**src/rtl/alu_pkg.sv**
```systemverilog
// Shared ALU definitions: opcode constants and the multiply sequencer state type.
package alu_pkg;

  localparam int unsigned ALU_AND  = 0;
  localparam int unsigned ALU_SLT  = 1;
  localparam int unsigned ALU_OR   = 2;
  localparam int unsigned ALU_NOT  = 3;
  localparam int unsigned ALU_ADD  = 4;
  localparam int unsigned ALU_SUB  = 5;
  localparam int unsigned ALU_PASS = 6;
  localparam int unsigned ALU_BEQ  = 7;
  localparam int unsigned ALU_SRL  = 8;
  localparam int unsigned ALU_SRA  = 9;
  localparam int unsigned ALU_SLL  = 10;

  typedef enum logic [1:0] {
    IDLE = 2'd0,
    STEP = 2'd1,
    DONE = 2'd2
  } seq_state_e;

endpackage

```
**src/rtl/alu_mul_seq.sv**
```systemverilog
// Shift-and-add unsigned multiplier that borrows the shared ALU's ADD, one
// partial-product step per granted cycle. The product is {hi, lo}; the
// multiplier bits are consumed from lo[0] as the partial sum shifts in.
module alu_mul_seq
  import alu_pkg::*;
#(
  parameter int reg_width = 8,
  parameter int op_width  = 4
) (
  input  logic                   clk,
  input  logic                   rst_n,
  input  logic                   start_valid,
  output logic                   start_ready,
  input  logic [reg_width-1:0]   mcand_in,
  input  logic [reg_width-1:0]   mplier_in,
  output logic                   res_valid,
  input  logic                   res_ready,
  output logic [2*reg_width-1:0] prod_out,
  output logic                   alu_req,
  input  logic                   alu_gnt,
  output logic [reg_width-1:0]   alu_ra,
  output logic [reg_width-1:0]   alu_rb,
  output logic [op_width-1:0]    alu_op,
  input  logic [reg_width-1:0]   alu_res,
  input  logic [reg_width-1:0]   alu_car
);

  localparam int CW = $clog2(reg_width);

  seq_state_e           state_q, state_d;
  logic [reg_width-1:0] mcand_q, mcand_d;
  logic [reg_width-1:0] hi_q, hi_d;
  logic [reg_width-1:0] lo_q, lo_d;
  logic [CW-1:0]        cnt_q, cnt_d;

  // Only the carry LSB carries information; the rest is folded away here.
  logic unused_car;
  assign unused_car = ^alu_car[reg_width-1:1];

  // State and datapath registers with synchronous active-low reset.
  always_ff @(posedge clk) begin
    if (!rst_n) begin
      state_q <= IDLE;
      mcand_q <= '0;
      hi_q    <= '0;
      lo_q    <= '0;
      cnt_q   <= '0;
    end else begin
      state_q <= state_d;
      mcand_q <= mcand_d;
      hi_q    <= hi_d;
      lo_q    <= lo_d;
      cnt_q   <= cnt_d;
    end
  end

  // Next-state, step update and ALU request outputs.
  always_comb begin
    state_d     = state_q;
    mcand_d     = mcand_q;
    hi_d        = hi_q;
    lo_d        = lo_q;
    cnt_d       = cnt_q;
    start_ready = 1'b0;
    res_valid   = 1'b0;
    alu_req     = 1'b0;
    alu_ra      = '0;
    alu_rb      = '0;
    alu_op      = '0;
    unique case (state_q)
      IDLE: begin
        start_ready = 1'b1;
        if (start_valid) begin
          mcand_d = mcand_in;
          hi_d    = '0;
          lo_d    = mplier_in;
          cnt_d   = '0;
          state_d = STEP;
        end
      end
      STEP: begin
        alu_req = 1'b1;
        alu_op  = op_width'(ALU_ADD);
        alu_ra  = hi_q;
        alu_rb  = lo_q[0] ? mcand_q : '0;
        // Without a grant the ALU result is someone else's; hold everything.
        if (alu_gnt) begin
          // {carry, sum, lo} >> 1: the carry lands in hi MSB, never dropped.
          {hi_d, lo_d} = {alu_car[0], alu_res, lo_q[reg_width-1:1]};
          cnt_d        = cnt_q + 1'b1;
          if (cnt_q == CW'(reg_width - 1)) state_d = DONE;
        end
      end
      DONE: begin
        res_valid = 1'b1;
        if (res_ready) state_d = IDLE;
      end
      default: state_d = IDLE;
    endcase
  end

  assign prod_out = {hi_q, lo_q};

endmodule

```
**config.mk**
```make
export PLATFORM = sky130hd
export DESIGN_NAME = alu_mul_seq
export DESIGN_NICKNAME = d
export VERILOG_FILES = /design/src/rtl/alu_pkg.sv /design/src/rtl/alu_mul_seq.sv
export SDC_FILE = /design/constraint.sdc
export NUM_CORES = 1
export LEC_CHECK = 0
export BUFFER_PORTS_ARGS = -buffer_cell sky130_fd_sc_hd__buf_2
export CAP_MARGIN = 20
export CELL_PAD_IN_SITES_DETAIL_PLACEMENT = 0
export CELL_PAD_IN_SITES_GLOBAL_PLACEMENT = 1
export CORE_MARGIN = 5
export CORE_UTILIZATION = 33
export CTS_CLUSTER_SIZE = 24
export DETAILED_ROUTE_END_ITERATION = 8
export PLACE_DENSITY_LB_ADDON = 0.1
export SLEW_MARGIN = 40
export SYNTH_ARGS = -nofsm -noshare
export SYNTH_HDL_FRONTEND = slang
export SYNTH_SLANG_ARGS = --single-unit
```
**constraint.sdc**
```tcl
create_clock -name clk -period 3.4 [get_ports clk]
set_clock_uncertainty 0.15 [all_clocks]
set_input_delay 0.51 -clock clk [delete_from_list [all_inputs] [get_ports clk]]
set_output_delay 0.51 -clock clk [all_outputs]
set_load 0.01 [all_outputs]
```
-- After elaboration in Yosys (flattened, before gate mapping)
Cells that the tools add are included.
- add/sub/neg operators: 1
- equality and inequality tests: 7
- mux-type cells: 21
- reductions and logical operators: 5
- operator list (operator ; number):
    $mux W8 ; 7
    $pmux W8 S2 ; 2
    $mux W3 ; 3
    $mux W2 ; 4
    $ne A2 B2 Y1 const B ; 4
    $pmux W2 S3 ; 1
    $pmux W3 S2 ; 1
    $reduce_and A4 Y1 ; 1
    $add A3 B1 Y3 const B ; 1
    $eq A3 B3 Y1 const B ; 1
    $mux W1 ; 3
    $reduce_and A3 Y1 ; 1
    $eq A2 B1 Y1 const B ; 1
    $eq A2 B2 Y1 const B ; 1
    $logic_not A2 Y1 ; 1
    $reduce_and A2 Y1 ; 1
    $reduce_bool A2 Y1 ; 1
- flip-flop bits (word level): 29
- input bits: 37

-- Longest topological paths before layout
- depth in word-level cells: 4
- mapped depth: 6

-- Worst setup path after synthesis
Ideal clock, no wire load.
- path type: reg-to-output
- start point: reg state_q[0]
- end point: out alu_rb[2]
- data arrival time: 1276 ps
- required time: 2740 ps
- path slack: 1464 ps
- stages on the path, launching flop included: 5
- cell sequence: dfxtp_1 buf_4 nor2b_1 clkbuf_1 and3_1
- word-level cells in the longest chain between the ends: 2
- ends and longest elaborated chain (item ; line ; RTL):
    start, declared ; alu_mul_seq.sv:30 ; seq_state_e state_q, state_d;
    start signal, assigned ; alu_mul_seq.sv:49 ; state_q <= state_d;
    $eq A2 B1 Y1 ; alu_mul_seq.sv:70 ; unique case (state_q)
    $mux W8 ; alu_mul_seq.sv:70 ;
    end, declared ; alu_mul_seq.sv:22 ; output logic [reg_width-1:0] alu_rb,
Every way passes these cells.

-- Worst setup path in the final report
- start point: reg state_q[1]
- end point: out alu_rb[2]
Same word-level chain as after synthesis.

==> impl_metrics.env <==
export IMPL_route_detailed_vias_per_inst=5.08
export IMPL_cpMaxStageDelayCell="sky130_fd_sc_hd__dfxtp_1"
export IMPL_finalHoldViolCount=0
export IMPL_gp_congestion=0.718
export IMPL_power_static_leakage_nw=0.855
export IMPL_area_growth_syn_to_layout_pct=29.2
export IMPL_largest_fanout_on_the_critical_path=19
export IMPL_worstPathCellList="nor2b_1, buf_4, and3_1, buf_2"
export IMPL_timing_fmax_mhz=428
export IMPL_core_region_area_sq_um=3940
export IMPL_numCtsBuffers=5
export IMPL_die_h_um=73.4
export IMPL_worst_r2r_endpoint="hi_q[3]"
export IMPL_globalRouteOverflowTotal=0
export IMPL_synth_ff_type="sky130_fd_sc_hd__dfxtp_1"
export IMPL_max_vdd_ir_drop_uv=248
export IMPL_fp_dieW_um=73.4
export IMPL_synth_cell_area_sq_um=1330
export IMPL_path_clk_slew_ns=0.06
export IMPL_setup_violations=0
export IMPL_finalWorstPathRequiredPeriod_ns=2.34
export IMPL_grt_first_pass_wirelength_mm=5.69
export IMPL_cts_root_buffer="sky130_fd_sc_hd__clkbuf_8"
export IMPL_avgRoutedWirePerCell_um=14.6
export IMPL_nNetsFinal=232
export IMPL_setup_total_negative_slack_ns=0
export IMPL_start_util=0.336
export IMPL_r2r_worst_path_cells=4
export IMPL_layout_worst_path_cycle_share=0.688
export IMPL_grt_total_usage=0.139
export IMPL_rr_startpoint="state_q[1]"
export IMPL_post_route_util=0.434
export IMPL_power_per_cell_area_nw_per_um2=444
export IMPL_synth_sequential_area_ratio=0.438
export IMPL_setup_crit_path_kind="flip-flop to primary output"
export IMPL_synth_async_reset_ratio=0
export IMPL_setup_worst_path_end="alu_rb[2]"
export IMPL_critPathMaxStageDelay_ns=0.74
export IMPL_place_ws_ns=1.37
export IMPL_tightestPinTransition_ns=0.666
export IMPL_cts_repair_resize_count=0
export IMPL_io_pins=76
export IMPL_vias_in_the_first_global_route=1242
export IMPL_critPathRequiredTime_ns=2.74
export IMPL_cts_tree="done"
export IMPL_synth_avg_cell_area_sq_um=9.90
export IMPL_critical_path_endpoint_category="primary output"
export IMPL_antenna_diode_count=0
export IMPL_htree_levels=2
export IMPL_layout_cells_most_common="sky130_fd_sc_hd__buf_2"
export IMPL_drt_initial_drc_count=102
export IMPL_run_status="finished, final reports clean"
export IMPL_critical_path_cell_count=4
export IMPL_post_synth_num_cell_types=28
export IMPL_clk_latency_ns=0.27
export IMPL_critical_path_buf_inv_count=2
export IMPL_timing_critical_path_max_delay_family="flip-flops"
export IMPL_worst_ep_arrival_time_ns=1.68
export IMPL_rsz_0062_raised_after_global_routing="false"
export IMPL_postLayoutSetupSlackWorst_ns=1.06
export IMPL_port_buffer_count=65
export IMPL_timing_hold_worst_class="input pin to flip-flop"
export IMPL_worstSetupStartpoint="state_q[1]"
export IMPL_overall_die_area_sq_um=5390
export IMPL_report_final_slew_viol_count=0
export IMPL_drive_gt1_frac=0.415
export IMPL_netlist_instances=134
export IMPL_regToRegSetupSlack_ns=1.51
export IMPL_drv_cap=0
export IMPL_ant_nets=0
export IMPL_timing_max_slew_rel_slack=0.556
export IMPL_detail_route_first_pass_iterations=4
export IMPL_placement_rows=23
export IMPL_timing_critical_path_from_type="flip-flop"
export IMPL_vias=1235
export IMPL_synth_edff_count=0
export IMPL_detailed_place_hpwl_mm=2.51
export IMPL_synth_seq_cells=29
export IMPL_route_detailed_drc=0
export IMPL_number_of_antenna_violations_at_the_first_check_in_global_routing=0
export IMPL_clock_path_buffers=2
export IMPL_final_cell_mix="65 x sky130_fd_sc_hd__buf_2, 29 x sky130_fd_sc_hd__dfxtp_1, 18 x sky130_fd_sc_hd__nand2_1"
export IMPL_cts_repair_timing_setup_buffer_count=0
export IMPL_grt_start_max_net_pins=31
export IMPL_clkSinkCount=29
export IMPL_count_of_warnings_emitted_by_yosys=0
export IMPL_ctsHoldBuffers=0
export IMPL_routed_wl_mm=3.54
[state kept, by name, summed over array words and instances, names as in the netlist]
register and cells:
hi_q 8, lo_q 8, mcand_q 8, cnt_q 3, state_q 2
[area by class of cell]
| class | instances | area, sq um |
|---|---|---|
| multi-input cells | 90 | 647 |
| inverters | 1 | 3.75 |
| well taps | 50 | 62.6 |
| flip-flops and latches | 29 | 581 |
| fillers | 413 | 2230 |
| repair buffers | 66 | 333 |
| clock buffers | 7 | 86.3 |
[through the flow]
| stage | power (mW) | cell area, sq um | cells | hold slack, ns |
|---|---|---|---|---|
| after global placement | 0.485 | 1630 | 236 | 0.297 |
| final | 0.761 | 1710 | 243 | 0.294 |
| after global routing | 0.799 | 1710 | 243 | 0.289 |
| after detailed placement | 0.487 | 1630 | 236 | 0.303 |
| after floorplan | 0.447 | 1330 | 136 | 0.289 |
| after CTS | 0.770 | 1710 | 243 | 0.288 |
[Yosys cell counts, drive strengths merged, types with 2 or more instances]
master	n	area share
buf	9	0.058
o221a	8	0.068
a21boi	9	0.051
ha	2	0.019
dfxtp	29	0.44
and2	9	0.042
o31a	8	0.053
nor2b	2	0.0094
nor2	2	0.0057
and3	9	0.042
nand2	18	0.051
a32o	10	0.075
clkbuf	7	0.020
[how the worst min path moves through the flow]
stage                     from         end  slack, ns  cells past startpoint
floorplan           mcand_q[1]  mcand_q[1]       0.29                      2
global placement    mcand_q[1]  mcand_q[1]       0.30                      2
detailed placement  mcand_q[3]  mcand_q[3]       0.30                      2
CTS                 alu_res[3]     hi_q[2]       0.29                      2
global route        alu_res[3]     hi_q[2]       0.29                      2
finish              alu_car[0]     hi_q[7]       0.29                      2
[routing by layer]
layer	global-route usage	vias up	share of wire
li1	-	603	-
met1	0.146	584	0.38
met2	0.239	43	0.51
met3	0.0588	5	0.092
met4	0.0664	0	0.016
met5	0	-	0
[power breakdown]
group	internal [mW]	switching, mW	leakage (nW)
Combinational	0.0489	0.0550	0.573
Clock	0.160	0.122	0.0443
Sequential	0.359	0.0155	0.238
Total	0.568	0.192	0.855
[cell families after synthesis]
family,Yosys count,synth area share
buffers and inverters,17,0.0802
AND/OR/NAND/NOR,45,0.183
other,1,0.00283
flip-flops,29,0.438
adder cells (fa/ha/maj),2,0.0189
AO/OA/AOI/OAI,40,0.277
Power figures use the tool's default switching activity.
